<file path="src/rtl/tt_um_up_down_counter.sv">
// Loadable up/down counter with async active-high reset.
// Per-edge priority: load, then count up/down, then hold.

module tt_um_up_down_counter #(
    parameter int WIDTH = 4
) (
    input  logic             clk,
    input  logic             reset,
    input  logic             enable,
    input  logic             set,
    input  logic [WIDTH-1:0] set_value,
    input  logic             up_down,
    output logic [WIDTH-1:0] count
);

    typedef enum logic [1:0] {
        ACT_HOLD,
        ACT_LOAD,
        ACT_UP,
        ACT_DOWN
    } action_e;

    action_e          action;
    logic [WIDTH-1:0] count_next;

    always_comb begin
        // NOTE: defaults first so every path assigns a value and no latch is inferred.
        action     = ACT_HOLD;
        count_next = count;
        if (set) begin
            action = ACT_LOAD;
        end else if (enable) begin
            action = up_down ? ACT_UP : ACT_DOWN;
        end

        // Wrap in both directions is the natural modulo-2^WIDTH overflow.
        unique case (action)
            ACT_LOAD: count_next = set_value;
            ACT_UP:   count_next = count + WIDTH'(1);
            ACT_DOWN: count_next = count - WIDTH'(1);
            default:  count_next = count;
        endcase
    end

    // count is the only state and comes straight from this register.
    always_ff @(posedge clk or posedge reset) begin
        // NOTE: non-blocking assignment for state so all flops update together at the edge.
        if (reset) begin
            count <= '0;
        end else begin
            count <= count_next;
        end
    end

endmodule

</file>
<file path="config.mk">
export PLATFORM = sky130hd
export DESIGN_NAME = tt_um_up_down_counter
export DESIGN_NICKNAME = d
export VERILOG_FILES = /design/src/rtl/tt_um_up_down_counter.sv
export SDC_FILE = /design/constraint.sdc
export NUM_CORES = 1
export LEC_CHECK = 0
export BUFFER_PORTS_ARGS = -buffer_cell sky130_fd_sc_hd__buf_2
export CAP_MARGIN = 10
export CORE_AREA = 2 2 39 41
export DETAILED_ROUTE_END_ITERATION = 10
export DIE_AREA = 0 0 41 43
export GPL_TIMING_DRIVEN = 0
export HOLD_SLACK_MARGIN = 0.1
export SETUP_SLACK_MARGIN = 0.3
export SLEW_MARGIN = 20
export SYNTH_ARGS = -nofsm -noshare
export SYNTH_HDL_FRONTEND = slang
export SYNTH_SLANG_ARGS = --single-unit
</file>
<file path="constraint.sdc">
create_clock -name clk -period 2.35 [get_ports clk]
set_input_delay 0.235 -clock clk [delete_from_list [all_inputs] [get_ports clk]]
set_output_delay 0.235 -clock clk [all_outputs]
set_load 0.02 [all_outputs]
</file>
# Word-level counts from Yosys, hierarchy flattened
# Index checks and enable logic that the tools add are counted.
dict set report classes {
  addsub 2
  mul 0
  n_div 0
  magnitude_cmp 0
  eq_ne 3
  shift 0
  muxes 4
  bitwise_logic 0
  reduce_logical 1
}
# cell count
set ops {}
lappend ops {{4-bit case mux with 3 select lines} 1}
lappend ops {{4-bit by 1-bit adder with 4-bit output (second input constant)} 1}
lappend ops {{2-bit == test (second input constant)} 2}
lappend ops {{2-bit 2-to-1 mux} 2}
lappend ops {{4-bit by 1-bit subtractor with 4-bit output (second input constant)} 1}
lappend ops {{3-bit nonzero test} 1}
lappend ops {{2-bit by 1-bit == test with 1-bit output (second input constant)} 1}
lappend ops {{1-bit 2-to-1 mux} 1}
dict set report totals {
  reg_bits 4
  latch_bits 0
  mem_bits_rw 0
  romBits 0
  in_bits 9
  out_inout_bits 4
  word_cells 11
  mem_count 0
}

# Depth between registers and ports, before layout
# Gate-level depths: netlist of the first run.
dict set report depth {
  depth_word 5
  depth_mapped 8
  depth_no_buf 8
}

# Worst setup path before layout of the first run
# No wires, ideal clock.
dict set report synth_timing {
  path_kind {reg-to-reg}
  from {reg count[2]}
  to {reg count[3]}
  setup_ns 0.125
  arrival_time_ns 1.473
  required_ns 2.225
  path_slack_ns 0.752
  stages_incl_launch_ff 5
  n_path_buf 0
  synth_period_minus_slack_ns 1.598
  path_cell_list {dfrtp_1 or4b_1 mux2i_1 xor2_1 mux2_2}
}
dict set report synth_between {
  elab_chain_cells 2
  word_cells_on_any_way 3
  classes_between {add/sub: 2; mux: 1}
}
# item line_no
set synth_lines {}
lappend synth_lines {{start: declaration} 13} ;# output logic [WIDTH-1:0] count
lappend synth_lines {{start signal: assignment} 51} ;# count <= count_next;
lappend synth_lines {{4-bit by 1-bit subtractor with 4-bit output or 4-bit by 1-bit adder with 4-bit output (tied branches)} {40, 39}}
lappend synth_lines {{4-bit case mux with 3 select lines *} 37} ;# unique case (action)
# Every way passes the cells marked *; elsewhere a longest branch is shown, timed or not.
# A chain may end at the register's enable or synchronous reset.

# Worst setup path in the final report of the first run
dict set report layout_timing {
  from {reg count[0]}
  to {reg count[3]}
}
# The elaborated chain is that of the path after synthesis.

==> impl_metrics.tcl, run 1 <==
set metrics [dict create \
    status "finished clean" \
    ant_nets 0 \
    ys_warn_count 0 \
    avgRoutedWirePerCell_um 9.30 \
    top_regs "count: 4 flops" \
    switching_share_pct 30.3 \
    min-delay-path-class "in2reg" \
    placement.io_buffers 12 \
    antenna_found_initial 0 \
    layout.area.seq_um2 100 \
    cp-end-kind "register" \
    syn_inst 25 \
    fin_worst_skew_ps 3.96 \
    comb_power_share_pct 29.8 \
    dp_hpwl_um 438 \
    synth_fp_nets 35 \
    crit_type "reg2reg" \
    clock_sinks 4 \
    start_kind "register" \
    r2r-end "count[3]" \
    crit_fanout 5 \
    grt_first_pass_wirelength_um 841 \
    core_area_mm2 0.00138 \
    multi_input_area_um2 148 \
    ys_seq_elements 4 \
    grt_max_degree 8 \
    nets 53 \
    r2r_cells 4 \
    sequentialPowerShare_pct 37.2 \
    fin_crit_ps 1580 \
    power_density_mw_per_mm2 685 \
    fin_setup_tns_ps 0 \
    viasPerCell 4.05 \
    grt_pass1_vias 241 \
    gr-total-overflow 0 \
    drt-total-wl_um 530 \
    drive_gt1_share_pct 41.5 \
    cp.required_ps 2460 \
    vias 231 \
    ctsResizeCount 0 \
    startpoint "count[0]" \
    die_y_um 43 \
    fmax_ghz 0.632 \
    worstMarginPinSlew_ps 224 \
    drt_first_iter_violations 1 \
    top_register "count" \
    ctsRootBufferMaster "clkbuf_4" \
    clkTransAtPathRegs_ps 40 \
    start_util_pct 18.2 \
    r2r_slack_ps 770 \
    areaGrowthSynthToFinish_pct 44.8 \
    slew_headroom_pct 84.9 \
    ys_seq_area_share_pct 39.8 \
    hold_violations 0 \
    stdcell_count 57 \
    num_io_pins 13 \
    dp.cells 53 \
    track_usage_pct 7.37 \
    r2r_start "count[0]" \
    clk_latency_ps 230 \
    finalPower_w 0.000249 \
    leakage_nw 0.175 \
    cts_made_buffers 3 \
    finalSetupViolations 0 \
    yosysUniqueCellTypes 14 \
    synth_area_um2 251 \
    gp_congestion 0.649 \
    power.share.clock_pct 33.0 \
    cp-endpoint "count[3]" \
    vdd_drop_max_uv 250 \
    tritoncts "yes" \
    switchingPower_w 0.0000756 \
    fin_hold_ws_ps 223 \
    drt_pass1_iterations 3 \
    htreeDepth 1 \
    die_x_um 41 \
    grt_setup_unrepaired "no" \
    min_period_over_period_pct 67.3 \
    largest_reg_flops 4 \
    row_count 14 \
    die_area_mm2 0.00176 \
    drc 0 \
    syn_avg_cell_area_um2 10.1 \
    fillers 163 \
    diodes 0 \
    cts_buffer_depth 2 \
    drv_slew 0 \
    drv_cap 0 \
    p_int_w 0.000174 \
    crit_arrival_ps 1700 \
]
-- worst min-delay path by stage --
stage                             from  endpoint  slack, ps  depth (start not counted)
after CTS                 set_value[0]  count[0]        220                          3
final                     set_value[0]  count[0]        220                          3
after global placement           reset  count[3]        120                          2
after global routing      set_value[2]  count[2]        230                          2
after detailed placement         reset  count[3]        120                          2
after floorplan                  reset  count[0]          1                          1
-- final cells by class --
type	count	share of cell area [%]
clock buffer	3	6.19
multi-input combinational	20	40.5
tap	16	5.50
inverter	1	1.03
sequential	4	27.5
timing repair buffer	13	19.2
-- cells in the final DEF (no fill, tap or decap) --
cell / count
mux2i_1: 2
nor3_1: 1
dlygate4sd3_1: 1
inv_1: 1
nor2_1: 1
mux2_2: 2
dfrtp_1: 4
clkbuf_4: 3
nand2_1: 3
and2_1: 1
o21ai_0: 3
ha_1: 1
or4b_1: 1
xor2_1: 1
buf_2: 12
xnor2_1: 3
nand4_1: 1
-- cell usage after synthesis (all sizes together) --
cell type  instances  share of area, %
nor3               1               2.0
mux2i              2               8.0
xor2               1               3.5
o21ai              3               6.0
or4b               1               4.0
nor2               1               1.5
and2               1               2.5
mux2               2               9.0
inv                1               1.5
nand2              3               4.5
ha                 1               5.0
dfrtp              4                40
xnor2              3                10
nand4              1               2.5
-- power groups by stage --
stage	clock, W	sequential [W]	combinational (W)
after floorplan	0	0.000106	0.0000335
after global placement	0	0.0000937	0.0000729
after detailed placement	0	0.0000941	0.0000744
after CTS	0.0000880	0.0000932	0.0000761
after global routing	0.0000931	0.0000941	0.0000824
final	0.0000824	0.0000927	0.0000742
-- through the flow --
step	cell area, um2	utilization (%)	setup slack [ps]
2_1_floorplan	251	-	752
3_3_place_gp	332	24.0	568
3_5_place_dp	332	24.0	570
4_1_cts	364	26.3	741
5_1_grt	364	26.3	604
6_report	364	26.3	768
-- layer usage --
layer  wire, um  global-route usage, %  vias to the layer above  part of all wire [%]
li1           -                      -                      119                     -
met1        227                   7.87                      105                    43
met2        255                   10.3                        7                    48
met3         48                   3.66                        0                   9.1
met4          0                   6.00                        0                     0
met5          0                      0                        -                     0
-- what timing repair did --
item | CTS | global route
hold buffers | 1 | 0
setup buffers | 0 | 0
endpoints found under the hold margin | 4 | 0
-- logic make-up (layout without fill, tap and decap cells) --
family,count (synthesis),count (layout),synth area share (%)
AO/OA/AOI/OAI,3,3,5.97
XOR/XNOR,4,4,13.9
adder cells (fa/ha/maj),1,1,4.97
buffers and inverters,1,17,1.49
flip-flops,4,4,39.8
multiplexers,4,4,16.9
AND/OR/NAND/NOR,8,8,16.9
-- critical path, stage by stage (launching register included) --
cell and delay, ps:
dfrtp_1 420, or4b_1 510, mux2i_1 190, xor2_1 90
mux2_2 260
Note: power is estimated with default switching activity, not from simulation.
==> inputs of run 2 (changes only) <==
- ABC_AREA: unset -> 1
- clock period: 2.35 -> 1.31 ns (I/O delays scaled with it)
==> run 2 against run 1 <==
Non-clock buffer count is 6 higher. The flow now finishes with violations (negative setup slack). Count of clock-buffer cells in the layout grew 1. Critical endpoint is now count[2]. Final cell count is 49% higher. Synthesized area increased by 31%. Fmax increased by 19%. Sequential share of layout area decreased by 9.1 points. Routed wire length is 60% higher. Sequential power increased by 78%. Combinational power increased to 3.1 times the previous value. Power is 120% higher. Highest routed layer unchanged.
==> impl_metrics.tcl, run 2 <==
set metrics [dict create \
    ys_warn_count 0 \
    dp_hpwl_um 591 \
    gp_congestion 0.745 \
    avgRoutedWirePerCell_um 9.99 \
    fin_ws_ps -19.4 \
    worstMarginPinSlew_ps 262 \
    top_register "count" \
    syn_inst 46 \
    drt_pass1_iterations 2 \
    cts_buffer_depth 2 \
    die_y_um 43 \
    yosysUniqueCellTypes 17 \
    clkTransAtPathRegs_ps 40 \
    synth_area_um2 329 \
    finalSetupViolations 1 \
    dp_slack_ps -40.2 \
    grt_first_pass_wirelength_mm 1.41 \
    drive_gt1_share_pct 56.5 \
    tritoncts "yes" \
    crit_arrival_ps 1430 \
    final_util_pct 40.2 \
    place_area_um2 423 \
    ys_seq_area_share_pct 30.4 \
    viasPerCell 4.44 \
    status "finished, violations left" \
    die_x_um 41 \
    cp-end-kind "register" \
    synth.most_common_cell "nand2_1" \
    fin_setup_tns_ps -19.4 \
    grt_setup_unrepaired "yes" \
    synth_fp_nets 56 \
    cp.required_ps 1410 \
    multi_input_area_um2 239 \
    max_stage_delay_ps 420 \
    drt_first_iter_violations 4 \
    fmax_ghz 0.752 \
    worst_path_most_repeated_cell "inv_2" \
    die_area_mm2 0.00176 \
    cts_made_buffers 3 \
    power_density_mw_per_mm2 1000 \
    crit_type "reg2reg" \
    syn_avg_cell_area_um2 7.15 \
    track_usage_pct 11.8 \
    r2r_cells 8 \
    num_io_pins 13 \
    start_util_pct 23.8 \
    ctsRootBufferMaster "clkbuf_4" \
    crit_fanout 4 \
    nets 80 \
    diodes 0 \
    leakage_nw 0.287 \
    vdd_drop_max_uv 615 \
    fin_worst_skew_ps 11.0 \
    synth_common_cells "13 x nand2_1, 6 x inv_1, 4 x dfrtp_1, 4 x inv_2, 4 x nand3_1" \
    hold_violations 0 \
    ant_nets 0 \
    antenna_found_initial 0 \
    violations "negative setup slack" \
    fin_crit_ps 1330 \
    clk_latency_ps 230 \
    synth_flop_cell "dfrtp_1" \
    fin_hold_ws_ps 123 \
    htreeDepth 1 \
    vias 377 \
    layout_common_cells "10 x nand2_1, 10 x buf_2, 5 x inv_2, 5 x inv_1, 5 x buf_4" \
    top_regs "count: 4 flops" \
    critPathSlowestCell "dfrtp_2" \
    drt-total-wl_um 849 \
    slew_headroom_pct 82.4 \
    grt_max_degree 7 \
    clock_sinks 4 \
    placement.io_buffers 12 \
    hold_depth 3 \
    synth_edf_count 0 \
    areaGrowthSynthToFinish_pct 69.2 \
    grt_pass1_vias 361 \
    synth_area_leader_cell "dfrtp_1" \
    row_count 14 \
    final_area_um2 557 \
    ys_seq_elements 4 \
    drv_slew 0 \
    synthArstFlopShare_pct 100 \
    fillers 144 \
    critical_path.cell_chain "inv_2 > nand2_2 > nand2_1 > inv_2 > ha_4 > a31oi_4 > xnor2_2 > o21ai_1" \
    min-delay-path-class "in2reg" \
    synth.area.top_cells "dfrtp_1 30%, nand2_1 15%, inv_1 6.8%" \
    min_period_over_period_pct 101 \
    core_area_mm2 0.00138 \
    gr-total-overflow 0 \
    synth_top_cell_area_share_pct 30.4 \
    drv_cap 0 \
    layout.area.seq_um2 103 \
    largest_reg_flops 4 \
    start_kind "register" \
    drc 0 \
]
-- run 2: cell types whose count changed in the layout (fill, tap and decap cells not counted), sizes merged, moves of 2 or more --
cell   change
xnor2      -2
inv        +9
mux2i      -2
mux2       -2
nand3      +5
buf        +6
o21ai      -2
nand2     +11
a22oi      +2
-- run 2: final cells by class --
type | instances | share of cell area [%]
multi-input cells | 32 | 42.9
well taps | 16 | 3.60
repair buffers | 19 | 23.6
flip-flops and latches | 4 | 18.4
inverters | 10 | 6.74
clock buffers | 4 | 4.72
-- run 2: per-stage QoR --
stage               cells  total power, W
floorplan              46        0.000277
global placement       74        0.000328
detailed placement     74        0.000328
CTS                    84        0.000549
global route           85        0.000602
finish                 85        0.000558
-- run 2: report_power, final --
part	total, W	switching, W	internal, W	leakage (nW)
Sequential	0.000165	0.0000229	0.000142	0.0462
Combinational	0.000231	0.000117	0.000114	0.226
Clock	0.000163	0.0000486	0.000114	0.0150
-- run 2: logic make-up after synthesis --
| kind of cell | Yosys count | synth area share (%) |
|---|---|---|
| and+or+nand+nor | 23 | 31.9 |
| AOI/OAI and AO/OA | 6 | 17.1 |
| buffers and inverters | 10 | 11.4 |
| adders and majority gates | 1 | 3.80 |
| xor gates and xnor gates | 2 | 5.32 |
| DFF | 4 | 30.4 |
-- run 2: metal layers --
layer  global-route usage (%)  vias to the layer above  part of all wire [%]
li1                         -                      197                     -
met1                     15.0                      170                    39
met2                     19.1                       10                    56
met3                     2.09                        0                   4.4
met4                     4.00                        0                     0
met5                        0                        -                     0
-- run 2: worst max-delay path: cells and delay by family (launching register included) --
| kind | cells | cell delay [ps] |
|---|---|---|
| compound gates | 2 | 260 |
| flops | 1 | 420 |
| simple gates | 2 | 120 |
| xor+xnor | 1 | 140 |
| fa+ha+maj | 1 | 150 |
| buf+inv | 2 | 110 |
-- run 2: final timing paths --
path,startpoint,endpoint,slack (ps)
worst max-delay path,count[1],count[2],-20
worst min-delay path,set_value[1],count[1],120
worst max register to register,count[1],count[2],-20
worst min register to register,count[3],count[3],540
max in group asynchronous,reset,count[1],810
min in group asynchronous,reset,count[0],330
-- run 2: timing repair --
action,in CTS,in global routing
pin swaps,6,6
gates resized for setup,7,8
hold buffers,1,0
endpoints found under the setup margin,4,5
endpoints found under the hold margin,4,0
setup buffers,5,1
